--- src/rtl/wash_sequencer.sv ---
// Washing-machine program sequencer: owns the top-level machine state and the
// packed remaining-time message, counting stage fields down on a slow tick.
module wash_sequencer #(
  parameter int SEC_PER_UNIT = 60,
  parameter int FINISH_SEC   = 10
) (
  input  logic        cp,
  input  logic        reset,
  input  logic        tick,
  input  logic        powerKey,
  input  logic        startKey,
  input  logic        fault,
  input  logic [25:0] sourceData,
  output logic [2:0]  state,
  output logic [25:0] msg,
  output logic        motorOn,
  output logic        buzzer
);

  localparam int PW = (SEC_PER_UNIT > 1) ? $clog2(SEC_PER_UNIT) : 1;
  localparam int FW = (FINISH_SEC > 1) ? $clog2(FINISH_SEC) : 1;
  localparam logic [PW-1:0] PRE_LAST = PW'(SEC_PER_UNIT - 1);
  localparam logic [FW-1:0] FIN_LAST = FW'(FINISH_SEC - 1);

  typedef enum logic [2:0] {
    SHUTDOWN_ST = 3'd0,
    BEGIN_ST    = 3'd1,
    SET_ST      = 3'd2,
    RUN_ST      = 3'd3,
    ERROR_ST    = 3'd4,
    PAUSE_ST    = 3'd5,
    FINISH_ST   = 3'd6,
    BAD_ST      = 3'd7
  } state_t;

  state_t        state_q, state_d;
  logic [25:0]   msg_q, msg_d;
  logic [PW-1:0] pre_q, pre_d;
  logic [FW-1:0] fin_q, fin_d;
  logic [25:0]   msg_dec;

  // Decrement the highest-numbered nonzero field only; a zero message stays zero.
  function automatic logic [25:0] dec_active(input logic [25:0] m);
    logic [25:0] r;
    r = m;
    if      (m[25:23] != 3'd0) r[25:23] = m[25:23] - 3'd1;
    else if (m[22:19] != 4'd0) r[22:19] = m[22:19] - 4'd1;
    else if (m[18:16] != 3'd0) r[18:16] = m[18:16] - 3'd1;
    else if (m[15:13] != 3'd0) r[15:13] = m[15:13] - 3'd1;
    else if (m[12:10] != 3'd0) r[12:10] = m[12:10] - 3'd1;
    else if (m[9:6]   != 4'd0) r[9:6]   = m[9:6]   - 4'd1;
    else if (m[5:3]   != 3'd0) r[5:3]   = m[5:3]   - 3'd1;
    else if (m[2:0]   != 3'd0) r[2:0]   = m[2:0]   - 3'd1;
    return r;
  endfunction

  assign msg_dec = dec_active(msg_q);

  always_ff @(posedge cp or posedge reset) begin
    if (reset) begin
      state_q <= SHUTDOWN_ST;
      msg_q   <= '0;
      pre_q   <= '0;
      fin_q   <= '0;
    end else begin
      state_q <= state_d;
      msg_q   <= msg_d;
      pre_q   <= pre_d;
      fin_q   <= fin_d;
    end
  end

  always_comb begin
    state_d = state_q;
    msg_d   = msg_q;
    pre_d   = pre_q;
    fin_d   = fin_q;
    if (powerKey) begin
      if (state_q == SHUTDOWN_ST) begin
        state_d = BEGIN_ST;
      end else begin
        state_d = SHUTDOWN_ST;
        msg_d   = '0;
        pre_d   = '0;
        fin_d   = '0;
      end
    end else begin
      case (state_q)
        SHUTDOWN_ST: ;
        BEGIN_ST: begin
          if (startKey) state_d = SET_ST;
        end
        SET_ST: begin
          msg_d = '0;
          if (startKey && (sourceData != 26'd0)) begin
            state_d = RUN_ST;
            msg_d   = sourceData;
            pre_d   = '0;
          end
        end
        RUN_ST: begin
          // fault and pause freeze msg and prescaler so a resume continues mid-unit
          if (fault) begin
            state_d = ERROR_ST;
          end else if (startKey) begin
            state_d = PAUSE_ST;
          end else if (tick) begin
            if (pre_q == PRE_LAST) begin
              pre_d = '0;
              msg_d = msg_dec;
              if (msg_dec == 26'd0) begin
                state_d = FINISH_ST;
                fin_d   = '0;
              end
            end else begin
              pre_d = pre_q + PW'(1);
            end
          end
        end
        PAUSE_ST: begin
          if (fault)         state_d = ERROR_ST;
          else if (startKey) state_d = RUN_ST;
        end
        ERROR_ST: begin
          if (startKey && !fault) state_d = RUN_ST;
        end
        FINISH_ST: begin
          msg_d = '0;
          if (tick) begin
            if (fin_q == FIN_LAST) begin
              state_d = SHUTDOWN_ST;
              fin_d   = '0;
            end else begin
              fin_d = fin_q + FW'(1);
            end
          end
        end
        default: begin
          state_d = SHUTDOWN_ST;
          msg_d   = '0;
          pre_d   = '0;
          fin_d   = '0;
        end
      endcase
    end
  end

  assign state   = state_q;
  assign msg     = msg_q;
  assign motorOn = (state_q == RUN_ST);
  assign buzzer  = (state_q == FINISH_ST) || (state_q == ERROR_ST);

endmodule
--- config.mk ---
export PLATFORM = sky130hd
export DESIGN_NAME = wash_sequencer
export DESIGN_NICKNAME = d
export VERILOG_FILES = /design/src/rtl/wash_sequencer.sv
export SDC_FILE = /design/constraint.sdc
export NUM_CORES = 1
export LEC_CHECK = 0
export BUFFER_PORTS_ARGS = -buffer_cell sky130_fd_sc_hd__buf_2
export CORE_UTILIZATION = 58
export CTS_BUF_LIST = sky130_fd_sc_hd__clkbuf_8
export CTS_CLUSTER_SIZE = 25
export DETAILED_ROUTE_END_ITERATION = 16
export PLACE_DENSITY = 0.83
export REMOVE_ABC_BUFFERS = 1
export SLEW_MARGIN = 20
export SYNTH_ARGS = -nofsm -noshare
export SYNTH_HDL_FRONTEND = slang
export SYNTH_SLANG_ARGS = --single-unit
--- constraint.sdc ---
create_clock -name cp -period 3.35 [get_ports cp]
set_clock_uncertainty 0.1 [all_clocks]
set_input_delay 0.67 -clock cp [delete_from_list [all_inputs] [get_ports cp]]
set_output_delay 0.67 -clock cp [all_outputs]
set_load 0.02 [all_outputs]
Word-level counts from Yosys, hierarchy flattened. Index checks and enable logic that the tools add are counted.

Flip-flop bits (word level): 39. Bits of input ports: 32.

$add $sub $neg: 10. Equal/unequal tests: 27. Mux-type cells: 56. Reductions and logical operators: 22.

Operators by type and width (number): $mux 26 (7); $pmux 26 s3 (1); $mux 3 (20); $mux 6 (8); $mux 4 (11); $logic_not 26->1 (1); $reduce_bool 26->1 (1); $ne 3x3->1 const B (8); $mux 23 (1); $pmux 3 s7 (1); $mux 19 (1); $pmux 6 s3 (1); $reduce_bool 3->1 (6); $sub 3x1->3 const B (6); $mux 16 (1); $mux 13 (1); $pmux 4 s3 (1); $reduce_and 6->1 (2); $mux 10 (1); $ne 5x4->1 const B (2); $reduce_and 10->1 (1); $reduce_or 5->1 (2); $eq 3x3->1 const B (3); $reduce_and 8->1 (1); other kinds (19) (27).

Longest topological paths before layout.
Depth after elaboration: 17. Depth in mapped cells: 11. Depth with buffers taken out: 10.

Worst setup path before layout. Ideal clock, no wire load.

Kind: register -> register. Start point: register msg_q[23], in the netlist msg[23]. End point: register state_q[0], in the netlist state[0]. Arrival time: 2.619 ns. Slack: 0.491 ns. Stages on the path, launching flop included: 12. Buffers on the path: 1. Clock period less this slack: 2.859 ns. Cells stage by stage: dfrtp_1 -> inv_1 -> ha_1 -> or3b_4 -> or3_1 -> buf_2 -> nor2_1 -> a31oi_1 -> nor4_2 -> nand4_2 -> o211ai_1 -> o211ai_1.

Longest elaborated chain between the ends: 5. Elaborated cells on any way between the ends: 7. Those cells by class: 1 x add/sub; 1 x eq/ne; 2 x mux; 3 x reduce/logical.

RTL lines: start, declared (line 37) `logic [25:0] msg_q, msg_d;`; start signal, assigned (line 67) `msg_q <= msg_d;`; $sub 3x1->3 / $reduce_bool 3->1 (equally long branches) (line 46) `if (m[25:23] != 3'd0) r[25:23] = m[25:23] - 3'd1;`; $mux 3 / $mux 23 (equally long branches) (line 46); $logic_not 26->1 * (line 111) `if (msg_dec == 26'd0) begin`; $ne 5x4->1 (no line) *; $reduce_and 10->1 (no line) *; end signal, assigned (line 66) `state_q <= state_d;`; end, declared (line 36) `state_t state_q, state_d;`.

Every way passes the cells marked *; elsewhere a longest branch is shown, timed or not. A chain may end at the register's enable or synchronous reset.

Worst setup path in the final report. Ends and elaborated chain as after synthesis.

==> impl_metrics.ini <==
[cts]
cts_made_buffers = 5
htreeDepth = 2
cts_buffer_depth = 2
worst_skew_pair.late_latency_ps = 310
cts-root-buf = clkbuf_8
clock-sinks = 39
cts_tree = built
clkTransAtPathRegs_ps = 90
post_cts_buffers = 0
postCtsHoldBufs = 0
cts_resized = 0

[die]
rows = 26
fp.dieH_um = 76.98
start_util_pct = 61.87
core-area_um2 = 5270
die_x_um = 76.98
die_area_um2 = 5926
ios = 63

[layout]
postLayoutCoreUtil_pct = 70.49
stdcell_count = 543
antenna_cells = 0
layout_common_cells = 62 x buf_2, 49 x o21ai_0, 47 x nand2_1
fin_nets = 523
syn_to_final_growth_pct = 13.93
final_cell_area_um2 = 3715
layout_commonest_cell = buf_2
drive_gt1_share_pct = 20.93

[setup_path]
arrival_ps = 3160
crit_path_frequent_cell = o211ai_1
worstSetupPathType = reg -> reg
slowest_delay_ps = 470
crit_chain = inv_1 > ha_1 > or3b_4 > or3_1 > nor2_1 > a31oi_1 > nor4_2 > nand4_2 > o211ai_1 > o211ai_1
cp_top_family = simple AND/OR/NAND/NOR gates
critPathSlowestCell = or3_1
startpoint_type = flip-flop
worst_setup_path_end_kind = flip-flop
cp_max_fo = 7
path_buf_inv = 1
worstPathRequired_ps = 3430

[drt]
wl_met2_mm = 4.366
wl_met1_mm = 3.913
wl_mm = 8.995
postRouteAntennaNets = 0
drtPass1Iterations = 5
avgViaCountPerCell = 6.212
drt_iter0_markers = 217
vias = 3373
met3WireLength_um = 537
avgRoutedWirePerCell_um = 16.57
highest_layer = met4
drc = 0

[placed_design]
dp_hpwl_mm = 6.493
dpl_cell_area_um2 = 3596
dp.cells = 535
portBuffers = 62
gp_congestion = 0.8623
pre_cts_slack_ps = 301.4

[power]
p_switching_mw = 1.423
comb_power_share_pct = 63.1
power_mw = 2.885
leakage_nw = 1.692
ir_drop_mv = 0.4467
power_frac_seq_pct = 22.8
p_sw_share_pct = 49.31
internal-power_mw = 1.462
clkPwrFrac_pct = 14.2
power_density_nw_per_um2 = 776.6

[global_routing]
grt_pass1_wl_mm = 14.72
grt_max_degree = 40
overflow = 0
grt_use_total_pct = 31.11
antenna_found_initial = 0
grt_pass1_vias = 3216

[synthesis]
yosysUniqueCellTypes = 65
synth_edf_count = 0
synth_cells = 417
synth_seq_cells = 39
avgSynthCellArea_um2 = 7.819
synth_area_um2 = 3261
synth_warnings = 0
synth_top_cell_by_area = dfrtp_1
async_flop_share_pct = 100.0
ys.flop_type = dfrtp_1
netlist.area_leader.share_pct = 29.93
netlist_top_cells_area = dfrtp_1 30%, o21ai_0 7.5%, ha_1 7.3%, nand2_1 5.4%, nor2_1 5.1%
ys_seq_area_share_pct = 29.93

[sta]
holdWs_ps = 373.0
setup_violations = 0
post-route-min-period_ps = 3085
relSlewSlack_pct = 60.00
max_freq_mhz = 324.1
hold_viol = 0
setup_ws_ps = 264.8
maxSlewViolCount = 0
finalCritPeriodShare_pct = 92.09
rsz0062_at_grt = false
tns_ps = 0
tightestPinTransition_ps = 594.5

[run_status]
status = completed

[run]
drv_cap = 0

[min_path]
min-delay-path-class = in -> async
power by group through the flow:
stage | Combinational, mW | Clock (mW) | Sequential [mW]
CTS | 1.79 | 0.412 | 0.651
finish | 1.82 | 0.408 | 0.657
detailed placement | 1.78 | 0 | 0.659
global placement | 1.73 | 0 | 0.655
global route | 1.99 | 0.429 | 0.669
floorplan | 1.24 | 0 | 0.711
synth_stat cells, types with 2 or more instances:
master and n:
or2_2 2, a211oi_1 6, nor3b_2 2, a21oi_1 31
o211ai_1 4, a22oi_1 6, buf_4 2, o21ai_1 3
a32oi_1 5, buf_6 2, o21ai_0 49, or3_1 4
nor4bb_1 2, buf_2 2, nand4_1 5, a31oi_1 3
nand3_1 12, dfrtp_1 39, o22ai_1 2, clkbuf_1 11
nor4_2 2, o31ai_1 4, inv_1 26, and3_1 2
and2_1 4, o32ai_1 2, nor2_1 44, nand2_1 47
nand4b_1 2, nor3_1 12, o221ai_1 2, nand2b_1 5
nor4_1 7, o211a_1 2, clkbuf_8 3, ha_1 19
and3_2 3, nor2b_1 6, mux2i_1 7
per-layer routing:
metal | up-vias | track usage (%)
met5 | - | 0
met4 | 0 | 10.94
met2 | 117 | 52.77
met3 | 17 | 5.833
met1 | 1620 | 39.46
li1 | 1619 | -
worst paths after layout:
kind,endpoint,startpoint,cells past startpoint,slack (ps)
worst max-delay path,state[0],msg[23],10,260
worst min-delay path,fin_q[0],reset,3,370
worst max register to register,state[0],msg[23],10,260
worst min register to register,pre_q[4],pre_q[4],1,430
max in group asynchronous,msg[12],reset,3,2400
min in group cp,pre_q[4],pre_q[4],1,430
logic make-up after synthesis:
kind of cell               share of synthesized area [%]
DFF                                                29.93
and+or+nand+nor                                    28.63
buffers and inverters                              7.137
adders and majority gates                          7.291
muxes                                              2.494
AOI/OAI and AO/OA                                  23.98
xor gates and xnor gates                          0.5373
final cells by class:
| cell class | count | area, um^2 |
|---|---|---|
| flip-flops and latches | 39 | 975.9 |
| repair buffers | 69 | 362.8 |
| fillers | 445 | 1555 |
| well taps | 70 | 87.58 |
| clock inverters | 3 | 43.79 |
| inverters | 26 | 97.59 |
| clock buffers | 5 | 68.82 |
| multi-input cells | 331 | 2078 |
state kept, by name (all words and copies together), names as in the netlist:
signal  cells
msg        26
pre_q       6
fin_q       4
state       3
worst min-delay path: stages:
cell	delay (ps)
buf_2	90
inv_1	40
buf_4	430
No activity file was read; power rests on OpenSTA's default activity.
